===== config.mk =====
export PLATFORM = sky130hd
export DESIGN_NAME = regfile_access_ctrl_flat
export DESIGN_NICKNAME = d
export VERILOG_FILES = /design/src/rtl/regfile_access_ctrl_if.sv /design/src/rtl/regfile_access_ctrl.sv /design/src/flat_wrapper.sv
export SDC_FILE = /design/constraint.sdc
export NUM_CORES = 1
export LEC_CHECK = 0
export BUFFER_PORTS_ARGS = -buffer_cell sky130_fd_sc_hd__buf_2
export CORE_MARGIN = 2
export CORE_UTILIZATION = 36
export CTS_CLUSTER_DIAMETER = 60
export CTS_CLUSTER_SIZE = 16
export DETAILED_ROUTE_END_ITERATION = 16
export PLACE_DENSITY = 0.89
export SLEW_MARGIN = 10
export SYNTH_ARGS = -nofsm -noshare
export SYNTH_HDL_FRONTEND = slang
export SYNTH_SLANG_ARGS = --single-unit

===== constraint.sdc =====
create_clock -name clock -period 1.4 [get_ports clock]
set_input_delay 0.07 -clock clock [delete_from_list [all_inputs] [get_ports clock]]
set_output_delay 0.07 -clock clock [all_outputs]
set_load 0.005 [all_outputs]

===== src/rtl/regfile_access_ctrl_if.sv =====
// Debug request/response channel between a debugger (master) and regfile_access_ctrl (slave).
interface regfile_access_ctrl_if #(
  parameter int DATA_WIDTH = 32,
  parameter int ADDR_WIDTH = 5
);
  logic                  dbg_req_valid;
  logic                  dbg_req_ready;
  logic                  dbg_req_write;
  logic [ADDR_WIDTH-1:0] dbg_req_addr;
  logic [DATA_WIDTH-1:0] dbg_req_wdata;
  logic                  dbg_rsp_valid;
  logic                  dbg_rsp_ready;
  logic [DATA_WIDTH-1:0] dbg_rsp_data;
  logic [ADDR_WIDTH-1:0] dbg_rsp_addr;

  modport master (
    output dbg_req_valid, dbg_req_write, dbg_req_addr, dbg_req_wdata, dbg_rsp_ready,
    input  dbg_req_ready, dbg_rsp_valid, dbg_rsp_data, dbg_rsp_addr
  );

  modport slave (
    input  dbg_req_valid, dbg_req_write, dbg_req_addr, dbg_req_wdata, dbg_rsp_ready,
    output dbg_req_ready, dbg_rsp_valid, dbg_rsp_data, dbg_rsp_addr
  );
endinterface


===== src/rtl/regfile_access_ctrl.sv =====
// Arbitrates the register file write port between core writeback and a halt-mode debugger.
// Define REGFILE_ACCESS_CTRL_DUMP_EN to enable the streaming register dump (dump_start/dump_busy).
module regfile_access_ctrl #(
  parameter int DATA_WIDTH   = 32,
  parameter int ADDR_WIDTH   = 5,
  parameter int DRAIN_CYCLES = 3
) (
  input  logic                  clock,
  input  logic                  reset,
  input  logic                  core_we,
  input  logic [ADDR_WIDTH-1:0] core_waddr,
  input  logic [DATA_WIDTH-1:0] core_wdata,
  output logic                  core_stall,
  input  logic                  dbg_halt_req,
  output logic                  dbg_halted,
  regfile_access_ctrl_if.slave  dbg,
  input  logic                  dump_start,
  output logic                  dump_busy,
  output logic                  rf_we,
  output logic [ADDR_WIDTH-1:0] rf_waddr,
  output logic [DATA_WIDTH-1:0] rf_wdata,
  output logic [ADDR_WIDTH-1:0] rf_raddr,
  input  logic [DATA_WIDTH-1:0] rf_rdata
);
  localparam int CW = (DRAIN_CYCLES > 1) ? $clog2(DRAIN_CYCLES) : 1;

  typedef enum logic [2:0] {
    RUN, DRAIN, HALTED, RSP
`ifdef REGFILE_ACCESS_CTRL_DUMP_EN
    , DUMP
`endif
  } state_t;

  state_t                state, state_nx;
  logic [CW-1:0]         cnt;
  logic [DATA_WIDTH-1:0] rsp_data_q;
  logic [ADDR_WIDTH-1:0] rsp_addr_q;
  logic [DATA_WIDTH-1:0] cap_data;

  // Register 0 reads as zero and swallows writes, so responses follow suit.
  always_comb begin
    cap_data = '0;
    if (dbg.dbg_req_addr != '0)
      cap_data = dbg.dbg_req_write ? dbg.dbg_req_wdata : rf_rdata;
  end

`ifdef REGFILE_ACCESS_CTRL_DUMP_EN
  logic [ADDR_WIDTH-1:0] idx;
  always_ff @(posedge clock) begin
    if (reset)
      idx <= '0;
    else if (state == DUMP && dbg.dbg_rsp_ready)
      idx <= (idx == '1) ? '0 : idx + ADDR_WIDTH'(1);
  end
`else
  logic dump_start_unused;
  assign dump_start_unused = dump_start;
`endif

  always_ff @(posedge clock) begin
    if (reset) state <= RUN;
    else       state <= state_nx;
  end

  always_ff @(posedge clock) begin
    if (reset) begin
      cnt        <= '0;
      rsp_data_q <= '0;
      rsp_addr_q <= '0;
    end else begin
      if (state == RUN && dbg_halt_req)
        cnt <= CW'(DRAIN_CYCLES - 1);
      else if (state == DRAIN && cnt != '0)
        cnt <= cnt - CW'(1);
      if (state == HALTED && dbg.dbg_req_valid) begin
        rsp_data_q <= cap_data;
        rsp_addr_q <= dbg.dbg_req_addr;
      end
    end
  end

  // HALTED priority: debug request, then dump, then release.
  always_comb begin
    state_nx = state;
    case (state)
      RUN:    if (dbg_halt_req) state_nx = DRAIN;
      DRAIN:  if (cnt == '0) state_nx = HALTED;
      HALTED: begin
        if (dbg.dbg_req_valid)  state_nx = RSP;
`ifdef REGFILE_ACCESS_CTRL_DUMP_EN
        else if (dump_start)    state_nx = DUMP;
`endif
        else if (!dbg_halt_req) state_nx = RUN;
      end
      RSP:    if (dbg.dbg_rsp_ready) state_nx = HALTED;
`ifdef REGFILE_ACCESS_CTRL_DUMP_EN
      DUMP:   if (dbg.dbg_rsp_ready && idx == '1) state_nx = HALTED;
`endif
      default: state_nx = RUN;
    endcase
  end

  // Outputs are forced low while reset is asserted so an abandoned operation emits nothing.
  always_comb begin
    core_stall        = 1'b0;
    dbg_halted        = 1'b0;
    dump_busy         = 1'b0;
    rf_we             = 1'b0;
    rf_waddr          = '0;
    rf_wdata          = '0;
    rf_raddr          = '0;
    dbg.dbg_req_ready = 1'b0;
    dbg.dbg_rsp_valid = 1'b0;
    dbg.dbg_rsp_data  = '0;
    dbg.dbg_rsp_addr  = '0;
    if (!reset) begin
      case (state)
        RUN, DRAIN: begin
          core_stall = (state == DRAIN);
          rf_we      = core_we && (core_waddr != '0);
          rf_waddr   = core_waddr;
          rf_wdata   = core_wdata;
        end
        HALTED: begin
          core_stall        = 1'b1;
          dbg_halted        = 1'b1;
          dbg.dbg_req_ready = 1'b1;
          rf_raddr          = dbg.dbg_req_addr;
          rf_waddr          = dbg.dbg_req_addr;
          rf_wdata          = dbg.dbg_req_wdata;
          rf_we             = dbg.dbg_req_valid && dbg.dbg_req_write && (dbg.dbg_req_addr != '0);
        end
        RSP: begin
          core_stall        = 1'b1;
          dbg_halted        = 1'b1;
          dbg.dbg_rsp_valid = 1'b1;
          dbg.dbg_rsp_data  = rsp_data_q;
          dbg.dbg_rsp_addr  = rsp_addr_q;
        end
`ifdef REGFILE_ACCESS_CTRL_DUMP_EN
        DUMP: begin
          core_stall        = 1'b1;
          dbg_halted        = 1'b1;
          dump_busy         = 1'b1;
          rf_raddr          = idx;
          dbg.dbg_rsp_valid = 1'b1;
          dbg.dbg_rsp_data  = rf_rdata;
          dbg.dbg_rsp_addr  = idx;
        end
`endif
        default: ;
      endcase
    end
  end
endmodule


===== src/flat_wrapper.sv =====
// flat-port wrapper written by rule: the top's interface ports become plain ports
module regfile_access_ctrl_flat 
#(
  parameter int DATA_WIDTH   = 32,
  parameter int ADDR_WIDTH   = 5,
  parameter int DRAIN_CYCLES = 3
)
  (clock, reset, core_we, core_waddr, core_wdata, core_stall, dbg_halt_req, dbg_halted, dump_start, dump_busy, rf_we, rf_waddr, rf_wdata, rf_raddr, rf_rdata, dbg_dbg_req_valid, dbg_dbg_req_write, dbg_dbg_req_addr, dbg_dbg_req_wdata, dbg_dbg_rsp_ready, dbg_dbg_req_ready, dbg_dbg_rsp_valid, dbg_dbg_rsp_data, dbg_dbg_rsp_addr);
  regfile_access_ctrl_if #(.DATA_WIDTH(DATA_WIDTH), .ADDR_WIDTH(ADDR_WIDTH)) dbg_i ();
  input  logic clock;
  input  logic reset;
  input  logic core_we;
  input  logic [ADDR_WIDTH-1:0] core_waddr;
  input  logic [DATA_WIDTH-1:0] core_wdata;
  output logic core_stall;
  input  logic dbg_halt_req;
  output logic dbg_halted;
  input  logic dump_start;
  output logic dump_busy;
  output logic rf_we;
  output logic [ADDR_WIDTH-1:0] rf_waddr;
  output logic [DATA_WIDTH-1:0] rf_wdata;
  output logic [ADDR_WIDTH-1:0] rf_raddr;
  input  logic [DATA_WIDTH-1:0] rf_rdata;
  input wire logic [$bits(dbg_i.dbg_req_valid)-1:0] dbg_dbg_req_valid;
  input wire logic [$bits(dbg_i.dbg_req_write)-1:0] dbg_dbg_req_write;
  input wire logic [$bits(dbg_i.dbg_req_addr)-1:0] dbg_dbg_req_addr;
  input wire logic [$bits(dbg_i.dbg_req_wdata)-1:0] dbg_dbg_req_wdata;
  input wire logic [$bits(dbg_i.dbg_rsp_ready)-1:0] dbg_dbg_rsp_ready;
  output wire logic [$bits(dbg_i.dbg_req_ready)-1:0] dbg_dbg_req_ready;
  output wire logic [$bits(dbg_i.dbg_rsp_valid)-1:0] dbg_dbg_rsp_valid;
  output wire logic [$bits(dbg_i.dbg_rsp_data)-1:0] dbg_dbg_rsp_data;
  output wire logic [$bits(dbg_i.dbg_rsp_addr)-1:0] dbg_dbg_rsp_addr;
  assign dbg_i.dbg_req_valid = dbg_dbg_req_valid;
  assign dbg_i.dbg_req_write = dbg_dbg_req_write;
  assign dbg_i.dbg_req_addr = dbg_dbg_req_addr;
  assign dbg_i.dbg_req_wdata = dbg_dbg_req_wdata;
  assign dbg_i.dbg_rsp_ready = dbg_dbg_rsp_ready;
  assign dbg_dbg_req_ready = dbg_i.dbg_req_ready;
  assign dbg_dbg_rsp_valid = dbg_i.dbg_rsp_valid;
  assign dbg_dbg_rsp_data = dbg_i.dbg_rsp_data;
  assign dbg_dbg_rsp_addr = dbg_i.dbg_rsp_addr;
  regfile_access_ctrl #(.DATA_WIDTH(DATA_WIDTH), .ADDR_WIDTH(ADDR_WIDTH), .DRAIN_CYCLES(DRAIN_CYCLES)) u_core (.clock(clock), .reset(reset), .core_we(core_we), .core_waddr(core_waddr), .core_wdata(core_wdata), .core_stall(core_stall), .dbg_halt_req(dbg_halt_req), .dbg_halted(dbg_halted), .dbg(dbg_i), .dump_start(dump_start), .dump_busy(dump_busy), .rf_we(rf_we), .rf_waddr(rf_waddr), .rf_wdata(rf_wdata), .rf_raddr(rf_raddr), .rf_rdata(rf_rdata));
endmodule

* Word-level counts from Yosys, hierarchy flattened
Cells that the tools add are included.
Cells by class: add/subtract/negate cells 1, eq/ne operators 7, multiplexer cells 30, reductions and logical operators 16
Operators by type and width (count):
- 2-to-1 mux 32 bit | 5
- case mux 32 bit (2 select lines) | 1
- 2-to-1 mux 5 bit | 5
- 2-to-1 mux 3 bit | 5
- case mux 3 bit (4 select lines) | 1
- case mux 5 bit (2 select lines) | 1
- nonzero test 5 bit | 2
- 2-to-1 mux 1 bit | 8
- equality test 3 x 2 -> 1 bit, second input constant | 2
- logical AND 1 bit | 6
- OR reduction 2 bit | 3
- 2-to-1 mux 2 bit | 2
- != test 2 bit, second input constant | 2
- case mux 1 bit (2 select lines) | 2
- AND reduction 4 bit | 1
- nonzero test 2 bit | 2
- equality test 3 x 1 -> 1 bit, second input constant | 1
- zero test 3 bit | 1
- != test 3 bit, second input constant | 1
- zero test 2 bit | 1
- != test 2 x 1 -> 1 bit, second input constant | 1
- subtractor 2 x 1 -> 2 bit, second input constant | 1
Word-level totals: register bits 42, input port bits 114, output and inout bits 85, word-level logic and storage cells 59

* Logic depth before layout (Yosys ltp)
depth after elaboration 4, depth in mapped cells 6, gate-level depth less buffers 5

* Least setup slack after synthesis
Ideal clock, no wire load.
path kind register to output, start register u_core.state[1], end output rf_wdata[13], data arrival time 1.263 ns, data required time 1.330 ns, slack 0.067 ns, stages on the path, launching flop included 6, buffers on the path 3, cells stage by stage dfxtp_1 -> buf_2 -> nor3b_2 -> buf_2 -> buf_4 -> a22o_1
On the way: cells in the longest elaborated chain, start to end 4, elaborated cells on any way between the ends 6, those cells by class 2 x eq/ne; 2 x mux; 2 x reduce/logical
Ends and longest elaborated chain:
- start, declared | RTL line regfile_access_ctrl.sv:34 | state_t state, state_nx;
- start signal, assigned | RTL line regfile_access_ctrl.sv:62 | else state <= state_nx;
- equality test 3 x 1 -> 1 bit or zero test 3 bit (tied branches) | RTL line regfile_access_ctrl.sv:117 | case (state)
- OR reduction 2 bit | RTL line regfile_access_ctrl.sv:117
- case mux 32 bit (2 select lines) * | RTL line regfile_access_ctrl.sv:117
- 2-to-1 mux 32 bit * | RTL line regfile_access_ctrl.sv:116 | if (!reset) begin
- end, declared | RTL line flat_wrapper.sv:22 | output logic [DATA_WIDTH-1:0] rf_wdata;
Mark *: on every way between the ends. The rest lies on a longest branch, timed or not.

* Worst setup path in the final report
start register u_core.state[1], end output rf_wdata[10]
The elaborated chain is that of the path after synthesis.

==> run metrics <==
status=finished with violations; failing checks=negative setup slack; Final Skew=between 0.005 and 0.006 ns; Synth Instances=~260; RSZ-0062 raised after global routing=true; Clock Sink Count=41; design internal power=about 2.1 mW; Power Total=2.953 mW; crit-path cells=nor3b_4 > buf_4 > buf_12 > a22o_1 > buf_2; Iter 0 DRT Violations=between 70 and 80; Crit Path Class=reg -> out; Nets=570; Worst Slack Setup Final=-0.1488 ns; post-synth net total=376; cell area after synthesis=0.002470 sq mm; fillcell total=587; CP Data Required Time=1.33 ns; crit end category=primary output; multi-input logic area=0.001509 sq mm; hold path depth=3; Crit path largest cell delay=about 0.38 ns; Slowest cell on crit path=dfxtp_4; leading area contributor after synthesis=dfxtp_1; io pins=199; period utilization=1.106; Antenna Cells=0; Worst-path clk slew=about 0.080 ns; die area=0.007539 sq mm; worst-path fanout max=15; peak supply drop=~670 uV; Clock Latency Late Sink=0.29 ns; Clock Path Buffers=2; Yosys cell types=35; antenna violations before repair=0; vias in the first global route=2,686; count leader, synth=dfxtp_1; H-tree levels=2; vias per cell=5.344; gpl congestion=0.7897; crit path time final=1.549 ns; Syn Area/Cell=9.463 sq um; post-synthesis sequential area ratio=0.3323; num rows=30; HPWL Detailed=about 6.1 mm; Fmax achieved=645.7 MHz; post-synth top area share=0.3323; CP top delay family=buffers and inverters; DIE WIDTH=86.83 um; routed via count=2,859; WHS Endpoint=u_core.rsp_data_q[27]; max_cap viols=0; register bit total from synthesis=41; origin of the worst min-delay path=rf_rdata[27]; # setup viols final=61; Switching Share=0.2955; DR DRC count=0; final hold viol count=0; reg2reg end=u_core.rsp_data_q[19]; DP Area=0.003557 sq mm; root buffer selected by CTS=clkbuf_8; Post-synth EDFFs=0; GRT Util Overall=0.2103; first-pass GRT wire length=~13 mm; layout cells sized above 1=0.5275; Critical path buffers and inverters=3; Storage cell area=825.8 sq um; r2r setup slk=0 ns; CTS hold repair buffers=0; pin count of the biggest net entering global routing=34; IO buf count=196; Seq pwr share=0.424; ranking of synthesized cells by area=dfxtp_1, mux2i_1, a22o_1, o2bb2ai_1, and3_1; global route overflow=0; CTS tree=built; clock buffer count from CTS=5; Slew Limit Fails=0; Place WS=0.04341 ns; Routed Antenna Nets=0; hold crit path type=in -> reg; Area growth syn-to-layout=53.75%; Gate power share=0.308; R2R cell count=6; P_leak=2.167 nW; warnings from Yosys=0; post-detailed-routing wire length=8.456 mm; ys flop type=dfxtp_1; Core Box Area=0.006719 sq mm; sw power=0.8728 mW; WP data arrival=1.48 ns; Die Height=86.83 um; per-cell routed wire length=15.81 um; Clock power frac=0.268; Finished Cell Area=0.003797 sq mm; Initial Util=0.3676; First-pass DRT Iterations=4; Worst R2R Start=u_core.state[1]; Total Neg Setup Slack=-4.420 ns; pwr/cell area=777.7 mW/mm^2; commonest cells in the netlist=dfxtp_1, and3_1, mux2i_1, a22o_1, o2bb2ai_1; ys async rst share=0; CP Launch Type=flip-flop
per-stage QoR:
step | util | hold WS, ns | cells
after floorplan | - | 0.2168 | 261
after global placement | 0.5294 | 0.3361 | 522
after detailed placement | 0.5294 | 0.3506 | 522
after CTS | 0.5615 | 0.04868 | 535
after global routing | 0.5652 | 0.05234 | 535
final | 0.5652 | 0.05484 | 535
repair_timing:
action,CTS,global route
pin swaps,8,9
gates cloned,1,1
buffers inserted,5,0
gates resized for setup,22,3
setup endpoints to repair,82,114
endpoints found under the hold margin,0,0
cells in the final DEF, fill, tap and decap left out, drive strengths merged, types with 2 or more instances in the layout:
cell type,Yosys,layout
mux2i,37,37
nor2,11,11
nand2,4,4
o211ai,2,2
a21oi,2,2
o2bb2ai,32,32
a22o,33,33
dfxtp,41,41
nand3,2,2
and2,6,6
clkbuf,11,7
or4,2,2
o21ai,2,2
buf,20,217
inv,2,2
a21o,5,5
and3,37,37
routing by layer:
metal	vias to the layer above	global-route usage	wire length (um)
met1	1342	0.2430	3478
li1	1384	-	-
met2	122	0.3858	4374
met3	11	0.04095	508
met5	-	0	0
met4	0	0.06676	94
worst max path at each step:
stage	from	end	slack, ns	cells past startpoint
floorplan	u_core.state[1]	rf_wdata[13]	0.07	5
global placement	dbg_dbg_req_addr[0]	u_core.rsp_data_q[6]	0.07	5
detailed placement	dbg_dbg_req_addr[0]	u_core.rsp_data_q[15]	0.04	5
CTS	u_core.state[1]	rf_waddr[4]	-0.15	6
global route	u_core.state[1]	rf_wdata[31]	-0.22	5
finish	u_core.state[1]	rf_wdata[10]	-0.15	5
worst register-to-register path, cell delays in order (launching register included):
cell and delay, ns:
dfxtp_4 0.38, nor3b_4 0.23, buf_4 0.19, buf_4 0.12, o211ai_4 0.08, buf_12 0.17
o2bb2ai_1 0.16
final cells by class:
type,count,area share
clock inverters,1,0.001977
well taps,80,0.02636
clock buffers,6,0.02175
repair buffers,218,0.3331
flip-flops and latches,41,0.2175
multi-input cells,187,0.3974
inverters,2,0.001977
logic make-up (layout without fill, tap and decap cells):
| logic type | Yosys count | after routing | synth area share |
|---|---|---|---|
| AO/OA/AOI/OAI | 81 | 81 | 0.2817 |
| multiplexers | 37 | 37 | 0.1500 |
| buffers and inverters | 33 | 227 | 0.06889 |
| other | 1 | 1 | 0.001518 |
| adder cells (fa/ha/maj) | 1 | 1 | 0.005065 |
| AND/OR/NAND/NOR | 67 | 67 | 0.1606 |
| flip-flops | 41 | 41 | 0.3323 |
power by group through the flow:
stage               logic (mW)  registers (mW)  clock network, mW
floorplan                0.451            1.26                  0
global placement         0.821            1.27                  0
detailed placement       0.851            1.27                  0
CTS                      0.896            1.25              0.824
global route             0.990            1.26              0.888
finish                   0.910            1.25              0.791
state kept, by name (all words and copies together) (netlist names):
register / cells
u_core.rsp_data_q: 32
u_core.rsp_addr_q: 5
u_core.cnt: 2
u_core.state: 2
(Power assumes the default switching activity.)
